### src/rtl/ram_arbiter.sv
// Round-robin arbiter sharing one single-port RAM between two req/done ports.
// IDLE -> ISSUE -> WAIT (RD_LAT cycles) -> DONE; read data returned on done.
module ram_arbiter #(
  parameter int unsigned ADDR_W = 9,
  parameter int unsigned DATA_W = 32,
  parameter int unsigned RD_LAT = 1
) (
  input  logic              clk,
  input  logic              clr,
  input  logic              req0,
  input  logic              we0,
  input  logic [ADDR_W-1:0] addr0,
  input  logic [DATA_W-1:0] wdata0,
  output logic [DATA_W-1:0] rdata0,
  output logic              done0,
  input  logic              req1,
  input  logic              we1,
  input  logic [ADDR_W-1:0] addr1,
  input  logic [DATA_W-1:0] wdata1,
  output logic [DATA_W-1:0] rdata1,
  output logic              done1,
  output logic [1:0]        gnt,
  output logic              busy,
  output logic              ram_read,
  output logic              ram_write,
  output logic [ADDR_W-1:0] ram_addr,
  output logic [DATA_W-1:0] ram_wdata,
  input  logic [DATA_W-1:0] ram_rdata
);

  localparam int unsigned       CNT_W    = 2;
  localparam logic [CNT_W-1:0]  CNT_INIT = CNT_W'(RD_LAT - 1);

  typedef enum logic [1:0] {
    IDLE,
    ISSUE,
    WAIT,
    DONE
  } state_t;

  state_t              state_q, state_d;
  logic                owner_q, owner_d;
  logic                last_q, last_d;
  logic                we_q, we_d;
  logic [ADDR_W-1:0]   addr_q, addr_d;
  logic [DATA_W-1:0]   wdata_q, wdata_d;
  logic [CNT_W-1:0]    cnt_q, cnt_d;
  logic [DATA_W-1:0]   rdata0_q, rdata0_d;
  logic [DATA_W-1:0]   rdata1_q, rdata1_d;

  always_ff @(posedge clk) begin
    if (clr) begin
      state_q  <= IDLE;
      owner_q  <= 1'b0;
      last_q   <= 1'b1;
      we_q     <= 1'b0;
      addr_q   <= '0;
      wdata_q  <= '0;
      cnt_q    <= '0;
      rdata0_q <= '0;
      rdata1_q <= '0;
    end else begin
      state_q  <= state_d;
      owner_q  <= owner_d;
      last_q   <= last_d;
      we_q     <= we_d;
      addr_q   <= addr_d;
      wdata_q  <= wdata_d;
      cnt_q    <= cnt_d;
      rdata0_q <= rdata0_d;
      rdata1_q <= rdata1_d;
    end
  end

  always_comb begin
    state_d  = state_q;
    owner_d  = owner_q;
    last_d   = last_q;
    we_d     = we_q;
    addr_d   = addr_q;
    wdata_d  = wdata_q;
    cnt_d    = cnt_q;
    rdata0_d = rdata0_q;
    rdata1_d = rdata1_q;
    unique case (state_q)
      IDLE: begin
        if (req0 || req1) begin
          // On a tie the port that did not win last time takes the grant.
          owner_d = (req0 && req1) ? ~last_q : req1;
          last_d  = owner_d;
          we_d    = owner_d ? we1    : we0;
          addr_d  = owner_d ? addr1  : addr0;
          wdata_d = owner_d ? wdata1 : wdata0;
          state_d = ISSUE;
        end
      end
      ISSUE: begin
        cnt_d   = CNT_INIT;
        state_d = WAIT;
      end
      WAIT: begin
        if (cnt_q == '0) begin
          if (!we_q) begin
            if (owner_q) rdata1_d = ram_rdata;
            else         rdata0_d = ram_rdata;
          end
          state_d = DONE;
        end else begin
          cnt_d = cnt_q - 1'b1;
        end
      end
      DONE: state_d = IDLE;
      default: state_d = IDLE;
    endcase
  end

  always_comb begin
    busy      = (state_q != IDLE);
    gnt       = busy ? (owner_q ? 2'b10 : 2'b01) : 2'b00;
    done0     = (state_q == DONE) && !owner_q;
    done1     = (state_q == DONE) &&  owner_q;
    ram_read  = (state_q == ISSUE) && !we_q;
    ram_write = (state_q == ISSUE) &&  we_q;
    ram_addr  = addr_q;
    ram_wdata = wdata_q;
    rdata0    = rdata0_q;
    rdata1    = rdata1_q;
  end

endmodule
### config.mk
export PLATFORM = sky130hd
export DESIGN_NAME = ram_arbiter
export DESIGN_NICKNAME = d
export VERILOG_FILES = /design/src/rtl/ram_arbiter.sv
export SDC_FILE = /design/constraint.sdc
export NUM_CORES = 1
export LEC_CHECK = 0
export CAP_MARGIN = 20
export CORE_MARGIN = 3
export CORE_UTILIZATION = 36
export DETAILED_ROUTE_END_ITERATION = 6
export PLACE_DENSITY = 0.76
export SLEW_MARGIN = 40
export SYNTH_ARGS = -nofsm -noshare
export SYNTH_HDL_FRONTEND = slang
export SYNTH_SLANG_ARGS = --single-unit
### constraint.sdc
create_clock -name clk -period 1.5 [get_ports clk]
set_input_delay 0.3 -clock clk [delete_from_list [all_inputs] [get_ports clk]]
set_output_delay 0.3 -clock clk [all_outputs]
set_load 0.01 [all_outputs]
==> reports/metrics.cfg, run 1 <==
[drt]
wire_per_inst_um = 17.54
drtPass1Iterations = 4
via_per_inst = 5.167
detail-route-antenna-nets = 0
drc = 0
drtIter0Drc = 297
wirelength_um = 17050
num_vias = 5022

[floorplan]
die_width_um = 119.1
initial_core_util = 0.3754
pin_count = 232
rows = 40
die_h_um = 119.1
die-area_mm2 = 0.01418
coreArea_mm2 = 0.01226

[cts]
cts_buffer_depth = 2
htree_levels = 3
cts_tree = yes
path_clk_slew_ns = 0.07
clock-sinks = 112
cts-root-buf = clkbuf_16
clk_latency_ns = 0.35
cts_made_buffers = 9
cts_hold_buf = 0

[sta]
relSlewSlack = 0.6561
rsz0062_at_grt = true
hold_viol_final = 0
drv_slew = 0
fin_crit_sh = 1.044
holdWs_ns = 0.2673
setup_ws_ns = -0.06666
finalCriticalPeriod_ns = 1.567
tightest_slew_ns = 0.5159
worst_clock_skew_ns = 0.01157
timing.fmax_ghz = 0.6383
finalSetupViolations = 31

[global_route]
grt_pass1_vias = 4769
grtUsageTotal = 0.2038
antenna_found_initial = 0
gr-total-overflow = 0
grt_pass1_wl_um = 23720
grt_max_degree = 40

[synth]
synth_edf_count = 0
syn-instance-count = 566
synth.avg_cell_area_um2 = 8.133
syn-num-nets = 692
ys_seq_area_frac = 0.4871
synth_cell_types = 31
ys_warn_count = 0
synth_flop_cell = dfxtp_1
ys_seq_elements = 112
syn_area_mm2 = 0.004603
ys_async_sr_fraction = 0

[placed_design]
gp_congestion = 0.7579
dp_hpwl_um = 10740
port-buffer-count = 231
post-place-ws_ns = -0.3475

[setup_path]
setup.worst_path.start = state_q[0]
timing.rr.end = rdata0[4]
critPathTopFamily = buffers and inverters
end_kind = flip-flop
startpoint_type = flip-flop
path_buf_inv = 3
crit_arrival_ns = 1.84
critPathMaxStageDelay_ns = 0.38
critPathRequiredTime_ns = 1.77
path_depth = 7
rr_startpoint = state_q[0]
endpoint = rdata0[4]
rr_worst_depth = 7
slowest_stage = dfxtp_4
cp_max_fo = 8
reg2reg_slack_ns = -0.07
critPathKind = reg -> reg
path_cells = inv_4 > buf_6 > ha_4 > and4bb_4 > clkbuf_16 > nand2_4 > a21oi_2

[worst_hold_path]
hold_path.class = in -> reg
hold_path_depth = 2

[final_layout]
final_cell_mix = nand2_1 (123), clkdlybuf4s50_1 (117), dfxtp_1 (110), dlygate4sd2_1 (105), a21oi_2 (55)
drive_above_1_share = 0.2702
fillCellCount = 956
mostFrequentLayoutCell = nand2_1
utilization = 0.6751
area_delta_synth_final_pct = 79.83
nNetsFinal = 924

[outcome]
status = finished, violations left
violations = setup timing

[pwr]
leakagePower_nw = 3.683
peakVddDrop_mv = 0.9027
power.density_mw_per_mm2 = 1457
power_w = 0.01206

[job]
drv_cap = 0

[worst min path at each step]
stage / from / end
2_1_floorplan: ram_rdata[0] / rdata0[0]
6_report: clr / we_q
5_1_grt: clr / we_q
3_5_place_dp: rdata0[21] / rdata0[21]
3_3_place_gp: rdata1[13] / rdata1[13]
4_1_cts: clr / ram_wdata[12]
[sequential cells by signal, indices dropped and copies added, names as in the netlist]
| register | count |
|---|---|
| we_q | 1 |
| state_q | 2 |
| cnt_q | 2 |
| last_q | 1 |
| rdata0 | 32 |
| rdata1 | 32 |
| ram_wdata | 32 |
| owner_q | 1 |
| ram_addr | 9 |
[cells in the mapped netlist, drive strengths merged, types with 2 or more instances]
library cell / instances / area, um2
nand2: 172 / 645.6
inv: 6 / 22.52
nor3: 2 / 10.01
clkbuf: 16 / 61.30
nor2b: 4 / 25.02
buf: 31 / 168.9
dfxtp: 112 / 2242
nor2: 47 / 176.4
ha: 6 / 75.07
o21ai: 3 / 18.77
a211oi: 42 / 465.5
and2: 3 / 18.77
a21oi: 109 / 545.5
[logic make-up (layout without fill, tap and decap cells)]
family          Yosys count  after routing  synth area share
other cells               0              1                 0
fa+ha+maj                 6              6           0.01631
buf+inv                  53            290           0.05490
flops                   112            112            0.4871
mux                       1              1          0.002175
simple gates            234            234            0.2022
compound gates          160            160            0.2373
[metrics by stage]
step | setup TNS, ns | instance area, um2 | std cells
after floorplan | 0 | 4603 | 566
after global placement | -13.33 | 7233 | 944
after detailed placement | -18.57 | 7233 | 944
after CTS | -0.3917 | 7441 | 961
after global routing | -3.508 | 8275 | 971
final | -0.8575 | 8278 | 972
[worst register-to-register path, stage by stage (launching register included)]
cell and delay, ns:
dfxtp_4 0.38, inv_4 0.08, buf_6 0.10, ha_4 0.16, and4bb_4 0.36, clkbuf_16 0.24
nand2_4 0.06, a21oi_2 0.13
[power breakdown]
part | switching (W) | internal, W
Sequential | 0.000362 | 0.00360
Clock | 0.00115 | 0.00121
Combinational | 0.00301 | 0.00273
[routing by layer]
metal	GRT usage	share of wire
met5	0	0
met4	0.09341	0.041
met3	0.04558	0.061
met2	0.3561	0.50
met1	0.2366	0.40
[timing repair]
action,CTS,global route
pin swaps,0,98
setup endpoints to repair,220,115
setup buffers,0,1
gates cloned,1,9
gates resized for setup,150,167
[final cells by class]
type,instances,area [um2],share of cell area
Antenna cell,1,2.502,0.0003023
Clock buffer,11,242.7,0.02932
Clock inverter,5,46.29,0.005593
Inverter,6,27.53,0.003325
Multi-Input combinational cell,401,2745,0.3316
Sequential cell,112,2247,0.2715
Tap cell,168,210.2,0.02539
Timing Repair Buffer,268,2756,0.3330
No activity file was read; power rests on OpenSTA's default activity.
==> run 2: changes to the inputs <==
- GPL_ROUTABILITY_DRIVEN: unset -> 0
- REMOVE_ABC_BUFFERS: unset -> 1
==> run 2 against run 1 <==
Clock-buffer cell count rose by 1. Setup slack improved by 0.036 ns. Fmax rose by 2.4%. Via count rose by 1.0%. The flow still finishes with violations (setup timing). Combinational power rose by 5.9%. Die area did not move. Design area fell by 1.9%. Total power rose by 2.5%. Sequential share of layout area rose by 0.55 points. Worst hold slack improved by 0.073 ns.
==> reports/metrics.cfg, run 2 (synthesis gave the netlist of run 1 again) <==
[cts]
htree_levels = 3  ; unchanged
path_clk_slew_ns = 0.07  ; about the same
clk_latency_ns = 0.35  ; about the same
cts_made_buffers = 9  ; unchanged
cts_buffer_depth = 2  ; unchanged
cts_tree = yes  ; unchanged
cts_hold_buf = 0  ; unchanged
cts-root-buf = clkbuf_16  ; unchanged
clock-sinks = 112  ; unchanged

[sta]
rsz0062_at_grt = true  ; unchanged
finalSetupViolations = 10  ; was 31
relSlewSlack = 0.7741  ; was 0.6561
drv_slew = 0  ; unchanged
setup_ws_ns = -0.03065  ; was -0.06666 ns
worst_clock_skew_ns = 0.007330  ; was 0.01157 ns
hold_viol_final = 0  ; unchanged
timing.fmax_ghz = 0.6533  ; was 0.6383 GHz
finalCriticalPeriod_ns = 1.531  ; was 1.567 ns
tightest_slew_ns = 0.3383  ; was 0.5159 ns
fin_crit_sh = 1.020  ; was 1.044

[placed_design]
dp_hpwl_um = 11760  ; was 10740 um
port-buffer-count = 231  ; unchanged
post-place-ws_ns = -0.2801  ; was -0.3475 ns

[final_layout]
nNetsFinal = 933  ; was 924
fillCellCount = 984  ; was 956
drive_above_1_share = 0.2057  ; was 0.2702
area_delta_synth_final_pct = 76.46  ; was 79.83%
multi_input_area_mm2 = 0.002416  ; was 0.002745 mm2
antenna_cells = 0  ; was 1
utilization = 0.6624  ; was 0.6751
final_cell_mix = nand2_1 (150), clkdlybuf4s50_1 (116), dfxtp_1 (110), dlygate4sd2_1 (105), a21oi_1 (95)  ; was nand2_1 (123), clkdlybuf4s50_1 (117), dfxtp_1 (110), dlygate4sd2_1 (105), a21oi_2 (55)
mostFrequentLayoutCell = nand2_1  ; unchanged
register_area_mm2 = 0.002250  ; was 0.002247 mm2

[floorplan]
pin_count = 232  ; unchanged
die-area_mm2 = 0.01418  ; unchanged
die_width_um = 119.1  ; unchanged
die_h_um = 119.1  ; unchanged
initial_core_util = 0.3754  ; unchanged
coreArea_mm2 = 0.01226  ; unchanged
rows = 40  ; unchanged

[outcome]
violations = setup timing  ; unchanged
status = finished, violations left  ; unchanged

[setup_path]
cp_max_fo = 3  ; was 8
end_kind = output port  ; was flip-flop
startpoint_type = flip-flop  ; unchanged
crit_arrival_ns = 1.23  ; was 1.84 ns
critPathKind = reg -> out  ; was reg -> reg
critPathRequiredTime_ns = 1.20  ; was 1.77 ns

[pwr]
net-switching-power_w = 0.004546  ; was 0.004516 W
internal-power_w = 0.007815  ; was 0.007543 W
p_comb_frac = 0.492  ; was 0.476
power_frac_seq = 0.325  ; was 0.329
switching_share = 0.3678  ; was 0.3745
leakagePower_nw = 3.510  ; was 3.683 nW
peakVddDrop_mv = 0.9840  ; was 0.9027 mV
power.density_mw_per_mm2 = 1522  ; was 1457 mW/mm2
p_clk_frac = 0.183  ; was 0.195

[global_route]
use_met2 = 0.4133  ; was 0.3561
grt_pass1_wl_um = 26540  ; was 23720 um
gr-total-overflow = 0  ; unchanged
grt_pass1_vias = 4834  ; was 4769
grtUsageTotal = 0.2373  ; was 0.2038
gr-usage-met3 = 0.04748  ; was 0.04558
grt_busiest_layer = met2  ; unchanged
grt_max_degree = 51  ; was 40
antenna_found_initial = 0  ; unchanged
grt_util_met1 = 0.2838  ; was 0.2366

[drt]
via_per_inst = 5.176  ; was 5.167
drc = 0  ; unchanged
wirelength_um = 18390  ; was 17050 um
detail-route-antenna-nets = 0  ; unchanged
num_vias = 5072  ; was 5022
drtIter0Drc = 259  ; was 297
drtPass1Iterations = 4  ; unchanged
wire_per_inst_um = 18.76  ; was 17.54 um

[job]
drv_cap = 0  ; unchanged

[worst_hold_path]
hold_path.class = in -> reg  ; unchanged

-- run 2: power by group through the flow --
stage | Clock, W | Combinational (W) | Sequential, W
final | 0.00227 | 0.00608 | 0.00401
after global routing | 0.00243 | 0.00646 | 0.00408
after CTS | 0.00232 | 0.00526 | 0.00397
after detailed placement | 0 | 0.00490 | 0.00401
after floorplan | 0 | 0.00200 | 0.00424
after global placement | 0 | 0.00475 | 0.00398
-- run 2: worst paths after layout --
path / start / to / slack (ns) / depth (start not counted)
setup / recovery: state_q[1] / done1 / -0.03 / 4
hold / removal: clr / owner_q / 0.34 / 2
setup reg to reg: state_q[0] / rdata1[9] / -0.01 / 8
hold reg to reg: rdata0[1] / rdata0[1] / 0.45 / 2
-- run 2: what timing repair did --
action,4_1_cts,5_1_grt
setup endpoints to repair,220,90
setup buffers,9,2
pin swaps,17,20
cloned,5,8
gates resized for setup,187,52
-- run 2: metrics by stage --
stage                     TNS, ns  total power [W]  hold slack, ns  cell area, um2  std cells
after global routing       -2.717          0.01297          0.3411            8123        980
after floorplan            -34.09         0.006234          0.3646            4373        519
final                     -0.1051          0.01236          0.3399            8123        980
after CTS                 -0.7922          0.01155          0.3038            7770        973
after global placement     -11.44         0.008734          0.4401            7231        943
after detailed placement   -18.84         0.008912          0.4457            7231        943
-- run 2: cell type report --
class,instances,share of cell area
Multi-Input combinational cell,401,0.2974
Timing Repair Buffer,277,0.3623
Sequential cell,112,0.2770
Tap cell,168,0.02588
Inverter,6,0.003697
Clock inverter,4,0.003389
Clock buffer,12,0.03034
-- run 2: worst max-delay path, stage by stage (launching register included) --
cell	delay (ns)
dfxtp_4	0.37
buf_6	0.13
ha_4	0.15
and2_4	0.13
buf_6	0.11
-- run 2: layer usage --
metal	vias up	part of all wire
met2	225	0.52
met4	0	0.031
met3	43	0.064
li1	2373	-
met5	-	0
met1	2431	0.39
